--- config.mk ---
export PLATFORM = sky130hd
export DESIGN_NAME = axis_adc_avg
export DESIGN_NICKNAME = d
export VERILOG_FILES = /design/src/rtl/axis_adc_avg.sv
export SDC_FILE = /design/constraint.sdc
export NUM_CORES = 1
export LEC_CHECK = 0
export CORE_MARGIN = 2
export CORE_UTILIZATION = 41
export DETAILED_ROUTE_END_ITERATION = 8
export PLACE_DENSITY = 0.6
export SYNTH_ARGS = -nofsm -noshare
export SYNTH_HDL_FRONTEND = slang
export SYNTH_SLANG_ARGS = --single-unit
export TNS_END_PERCENT = 1
--- constraint.sdc ---
create_clock -name aclk -period 8.75 [get_ports aclk]
set_input_delay 1.75 -clock aclk [delete_from_list [all_inputs] [get_ports aclk]]
set_output_delay 1.75 -clock aclk [all_outputs]
set_load 0.005 [all_outputs]
--- src/rtl/axis_adc_avg.sv ---
// Streaming block averager: sums 2^L signed ADC samples, emits the floored
// mean as a sign-extended AXI-Stream word, and marks frame boundaries with tlast.
module axis_adc_avg #(
  parameter int DATA_WIDTH = 24,
  parameter int MAX_LOG2_N = 8,
  parameter int FRAME_LEN  = 1024
) (
  input  logic        aclk,
  input  logic        areset,
  input  logic [3:0]  log2_n,
  input  logic [31:0] s_axis_tdata,
  input  logic        s_axis_tvalid,
  output logic        s_axis_tready,
  output logic [31:0] m_axis_tdata,
  output logic        m_axis_tvalid,
  input  logic        m_axis_tready,
  output logic        m_axis_tlast
);

  localparam int ACC_W = DATA_WIDTH + MAX_LOG2_N;
  localparam int CNT_W = MAX_LOG2_N + 1;
  localparam int FC_W  = (FRAME_LEN > 1) ? $clog2(FRAME_LEN) : 1;
  localparam logic [3:0]      MAX_L    = 4'(MAX_LOG2_N);
  localparam logic [FC_W-1:0] FC_LAST  = FC_W'(FRAME_LEN - 1);

  logic                    run;
  logic signed [ACC_W-1:0] acc;
  logic signed [ACC_W-1:0] sample_ext;
  logic signed [ACC_W-1:0] sum;
  logic signed [ACC_W-1:0] shifted;
  logic [CNT_W-1:0]        win_cnt;
  logic [CNT_W-1:0]        n_minus1;
  logic [3:0]              l_reg;
  logic [3:0]              l_new;
  logic [3:0]              l_eff;
  logic [FC_W-1:0]         frame_cnt;
  logic                    out_valid;
  logic [31:0]             out_data;
  logic                    s_hs;
  logic                    m_hs;
  logic                    first;
  logic                    window_done;
  logic                    unused_tdata;

  assign unused_tdata = ^s_axis_tdata[31:DATA_WIDTH];

  // run holds ready low during reset and rises on the first edge after release.
  assign s_axis_tready = run && !(out_valid && !m_axis_tready);
  assign s_hs          = s_axis_tvalid && s_axis_tready;
  assign m_hs          = out_valid && m_axis_tready;

  assign first      = (win_cnt == '0);
  assign sample_ext = ACC_W'($signed(s_axis_tdata[DATA_WIDTH-1:0]));
  assign l_new      = (log2_n > MAX_L) ? MAX_L : log2_n;
  // NOTE: the first sample of a window must already see the new exponent, so
  // the live (clamped) input is used until l_reg has captured it.
  assign l_eff       = first ? l_new : l_reg;
  assign n_minus1    = (CNT_W'(1) << l_eff) - CNT_W'(1);
  assign sum         = first ? sample_ext : acc + sample_ext;
  assign shifted     = sum >>> l_eff;
  assign window_done = s_hs && (win_cnt == n_minus1);

  // NOTE: every register here, including the accumulator, is cleared by the
  // asynchronous reset so a partial window can never leak into the next run.
  always_ff @(posedge aclk or posedge areset) begin
    if (areset) begin
      run       <= 1'b0;
      acc       <= '0;
      win_cnt   <= '0;
      l_reg     <= '0;
      out_valid <= 1'b0;
      out_data  <= '0;
      frame_cnt <= '0;
    end else begin
      run <= 1'b1;
      if (s_hs) begin
        acc     <= sum;
        win_cnt <= window_done ? '0 : win_cnt + 1'b1;
        if (first) l_reg <= l_new;
      end
      if (window_done) begin
        out_valid <= 1'b1;
        out_data  <= 32'(shifted);
      end else if (m_hs) begin
        out_valid <= 1'b0;
      end
      if (m_hs) frame_cnt <= (frame_cnt == FC_LAST) ? '0 : frame_cnt + 1'b1;
    end
  end

  assign m_axis_tdata  = out_data;
  assign m_axis_tvalid = out_valid;
  assign m_axis_tlast  = out_valid && (frame_cnt == FC_LAST);

endmodule

=== Yosys cells after proc, flatten, opt, wreduce, memory -nomap -nowiden ===
Index checks and enable logic that the tools add are counted.

* Input port bits: 40
* Register bits: 89
* Output and inout port bits: 35

* Reductions and logical operators: 10
* Order comparisons: 1
* Muxes and demuxes: 7
* Shift operators: 2
* $add $sub $neg: 4
* Equality and inequality tests: 2

{| class="wikitable"
|+ Operator list
! kind !! count
|-
| $add 32x24->32 || 1
|-
| $mux 32 || 1
|-
| $sshr 32x4->32 || 1
|-
| $add 10x1->10 const B || 1
|-
| $eq 10x10->1 const B || 1
|-
| $mux 10 || 1
|-
| $add 9x1->9 const B || 1
|-
| $eq 9x9->1 || 1
|-
| $logic_not 9->1 || 1
|-
| $mux 9 || 1
|-
| $shl 1x4->9 const A || 1
|-
| $sub 9x2->9 const B || 1
|-
| $mux 4 || 2
|-
| $logic_and 1x1->1 || 6
|-
| $gt 4x4->1 const B || 1
|-
| $logic_not 1->1 || 2
|-
| $mux 1 || 2
|-
| $reduce_bool 2->1 || 1
|}

=== Logic depth before layout (Yosys ltp) ===
* Depth in word-level cells: 8
* Gate-level depth with buffers: 22
* Depth with buffers taken out: 16

=== Least setup slack after synthesis ===
Ideal clock, no wire load.

* Path kind: input to register
* Start: input log2_n[3]
* End: register out_data[19] (netlist: m_axis_tdata[19])
* Setup time: 0.120 ns
* Arrival time: 5.332 ns
* Path slack: 3.298 ns
* Stages on the path: 15
* Buffers on the path: 4
* Cell sequence: nand2b_1 o21ai_1 clkbuf_1 clkbuf_1 nand3_1 ha_1 clkbuf_1 xnor2_1 xnor2_1 o32a_1 or3_4 or4_1 buf_2 o2bb2ai_1 a41o_1

* Word-level cells in the longest chain between the ends: 7
* Elaborated cells between the ends (all ways): 8
* Those cells by class: add/sub (1); order compare (1); eq/ne (1); shift (2); mux (2); reduce/logical (1)

{| class="wikitable"
|+ RTL lines
! item !! RTL line !! source
|-
| start, declared || 10 || <nowiki>input logic [3:0] log2_n,</nowiki>
|-
| $gt 4x4->1 || 54 || <nowiki>assign l_new = (log2_n > MAX_L) ? MAX_L : log2_n;</nowiki>
|-
| $mux 4 (*) || 54 ||
|-
| $mux 4 (*) || n/a ||
|-
| $shl 1x4->9 || 58 || <nowiki>assign n_minus1 = (CNT_W'(1) << l_eff) - CNT_W'(1);</nowiki>
|-
| $sub 9x2->9 || 58 ||
|-
| $eq 9x9->1 || 61 || <nowiki>assign window_done = s_hs && (win_cnt == n_minus1);</nowiki>
|-
| $logic_and 1x1->1 || 61 ||
|-
| end signal, assigned || 83 || <nowiki>out_data <= 32'(shifted);</nowiki>
|-
| end, declared || 38 || <nowiki>logic [31:0] out_data;</nowiki>
|}

Mark *: on every way between the ends. The rest lies on a longest branch, timed or not.
A chain may end at the register's enable or synchronous reset.

=== Worst setup path after layout ===
* Start: input s_axis_tdata[23]
* End: register out_data[26] (netlist: m_axis_tdata[26])

* Word-level cells in the longest chain between the ends: 3

{| class="wikitable"
|+ RTL lines
! item !! RTL line !! source
|-
| start, declared || 11 || <nowiki>input logic [31:0] s_axis_tdata,</nowiki>
|-
| $add 32x24->32 || 59 || <nowiki>assign sum = first ? sample_ext : acc + sample_ext;</nowiki>
|-
| $mux 32 (*) || 59 ||
|-
| $sshr 32x4->32 (*) || 60 || <nowiki>assign shifted = sum >>> l_eff;</nowiki>
|}

Marked as above.

==> results.md <==
* Die Y-Extent at 146 um
* Pre-antenna DRT Iters at 6
* Iter 0 DRT Violations at about 720
* Yosys synthesis warning count at 0
* Setup_tns at 0 ps
* Worst-Margin Slew at 1130 ps
* Detailed Place HPWL at roughly 21 mm
* Wl on met1 at 12.8 mm
* Post-layout min period at 6210 ps
* Global-route wire length before repair at approximately 45 mm
* Root buf cell: clkbuf_16
* Max-Cap Viols at 0
* Total die area at around 21,000 um^2
* Area of the core at 19,600 um^2
* CTS tree: yes
* Pwr Density at ~330 nW/um^2
* Setup ws final at approximately 2500 ps
* CTS buffer count at 9
* Cell Int Power at 0.00146 W
* Worst R2R Start: win_cnt[0]
* Hold crit path type: reg -> reg
* Vias in the first global route at roughly 8,000
* Data arrival, critical path at 6460 ps
* Hold path depth at 1
* IR drop worst, VDD at about 0.14 mV
* Via count at ~8,600
* Reg power frac at 18.3%
* Psw at about 0.0016 W
* Routed length on met2 at around 13 mm
* Netlist Area Pre-Place at between 8000 and 9000 um^2
* Antenna violations before repair at 0
* Post-cts sizing count at 0
* Startpoint types: input port
* RSZ-0062 raised after global routing: false
* Synth Area per Inst at around 7.6 um^2
* Post-place setup slack at between 2000 and 2500 ps
* Maximum clock rate at 0.161 GHz
* Synth unique cells at 89
* Clock Tree Buf Depth at 2
* R2r endpoint: m_axis_tdata[19]
* Clock power share at between 10 and 15%
* Gate power share at around two thirds
* R2r setup slk at 3000 ps
* Syn nets at ~1,200
* Slew Viols, Final at 0
* Static Leak at approximately 4 nW
* Routed Antenna Nets at 0
* Rows at 51
* Top_reg_cell synth: dfrtp_1
* CTS Hold Buffers Added at 0
* Required @ worst endpoint at about 9000 ps
* Final setup viols at 0
* Switch share at between 50% and 60%
* Initial core utilization at a little over two fifths
* Detailed-route DRC error count at 0
* Largest net degree at the start of global routing at between 50 and 60
* I/O Buffers at between 60 and 70
* Via density per instance at between 6 and 7
* Cell Area, Placed at ~9100 um^2
* Power, Total at between 0.003 and 0.004 W
* Top Metal Used: met4
* WL met3 at 1.64 mm
* Synth async-reset ratio at between 90% and 100%
* Area growth syn-to-layout at 14.1%
* Crit path from: s_axis_tdata[23]
* Total global-route track usage at between 20% and 30%
* Routability cong. at between 0.9 and 1
* GR Overflow Total at 0
* End point of the critical path: m_axis_tdata[26]
* Crit. End Element: register
* Clock sink total at slightly below 90
* Synth Register Bits at around 90
* Worst skew pair latency at between 300 and 400 ps
* Worst Skew at about 15 ps
* Post CTS Setup Buffer Count at 0
* Clk slew on worst S/H paths at ~80 ps
* Finished Cell Area at 9400 um^2
* Mapped Cells at 1,078
* Final #Nets at approximately 1,200
* WL final at approximately 28 mm
* Fraction of layout cells with a size suffix above 1 at slightly below 6%
* H-tree levels at 3
* Hold Vio Cnt, Final at 0
* Seq/Total Area, Yosys at between 20% and 30%
* Die width at about 150 um
* EDFF count, synth at 0
* Run status: finished clean
* Worst slew margin at 24.5%
* Kind of critical path: in -> reg
* Worst reg-to-reg path cell count at 15
* Period utilization at 71.0%
* # fillers at 2,008
* Critical path peak fanout at 16
* Boundary pin count at between 70 and 80
* Ant. Diodes at 0
* DR WL/cell at 20.3 um
## cell usage in the layout, fill, tap and decap left out, types with 24 or more instances in the layout
master,netlist,layout
a21oi_1,77,77
a31oi_1,24,24
clkdlybuf4s50_1,0,66
dfrtp_1,89,89
ha_1,35,35
nand2_1,151,151
nand3_1,31,31
nand4_1,26,26
nor2_1,85,83
o211ai_1,25,25
o21ai_0,87,87
## per-stage QoR
step | utilization [%] | cells | hold slack (ps)
after floorplan | - | 1078 | 439
after global placement | 46.3 | 1355 | 461
after detailed placement | 46.3 | 1355 | 464
after CTS | 48.0 | 1371 | 479
after global routing | 48.0 | 1371 | 500
final | 48.0 | 1371 | 468
## worst max-delay path, cell delays in order
cell	delay (ps)
clkdlybuf4s50_1	770
ha_1	620
a21o_1	270
or3_1	310
o22a_1	270
nand4b_1	190
a221oi_1	540
nand2_1	130
xor2_1	900
a2bb2oi_1	260
a41oi_1	170
mux2_2	290
## per-layer routing
layer  track usage, %  vias to the layer above
met1             36.9                     4148
met3             3.86                       47
met4             8.48                        0
met2             41.9                      305
met5                0                        -
li1                 -                     4146
## synth_stat cells, types with 9 or more instances
library cell | instances | area [um^2]
clkbuf_1 | 56 | 210
mux2_2 | 9 | 101
and3_1 | 22 | 138
and2_1 | 10 | 62.6
nor3_1 | 21 | 105
xnor2_1 | 10 | 87.6
nand2_1 | 151 | 567
o211ai_1 | 25 | 188
o31ai_1 | 12 | 90.1
a211oi_1 | 17 | 128
mux2i_1 | 13 | 130
o21a_1 | 17 | 128
a21oi_1 | 77 | 385
inv_1 | 23 | 86.3
or4_1 | 12 | 90.1
nand4_1 | 26 | 163
nand3_1 | 31 | 155
nor2_1 | 85 | 319
o21ai_0 | 87 | 435
buf_2 | 9 | 45.0
or3_1 | 15 | 93.8
ha_1 | 35 | 438
xor2_1 | 18 | 158
a31oi_1 | 24 | 150
a21o_1 | 12 | 90.1
dfrtp_1 | 89 | 2230
## power groups by stage
stage          sequential [W]  combinational (W)  clock [W]
4_1_cts              0.000569            0.00206   0.000444
3_3_place_gp         0.000573            0.00205          0
3_5_place_dp         0.000576            0.00205          0
2_1_floorplan        0.000551            0.00149          0
5_1_grt              0.000582            0.00231   0.000454
6_report             0.000568            0.00211   0.000434
## worst min path at each step
stage / slack (ps) / end / from
3_5_place_dp: 460 / frame_cnt[8] / frame_cnt[8]
4_1_cts: 480 / frame_cnt[8] / frame_cnt[8]
6_report: 470 / frame_cnt[8] / frame_cnt[8]
2_1_floorplan: 440 / frame_cnt[8] / frame_cnt[8]
5_1_grt: 500 / m_axis_tdata[27] / m_axis_tdata[27]
3_3_place_gp: 460 / frame_cnt[8] / frame_cnt[8]
## kinds of logic after synthesis
logic type	after synthesis	synth area share, %
DFF	89	27.1
xor gates and xnor gates	28	2.98
AOI/OAI and AO/OA	388	31.7
buffers and inverters	94	4.62
other	1	0.0456
muxes	23	3.09
adders and majority gates	36	5.56
and+or+nand+nor	419	25.0
## cell type report
cell class | instances | area (um^2) | share of cell area [%]
inverters | 23 | 88.8 | 0.946
well taps | 265 | 332 | 3.53
clock buffers | 9 | 225 | 2.40
repair buffers | 83 | 788 | 8.39
clock inverters | 7 | 95.1 | 1.01
flip-flops and latches | 89 | 2230 | 23.7
multi-input cells | 895 | 5640 | 60.0
Note: power is estimated with default switching activity, not from simulation.
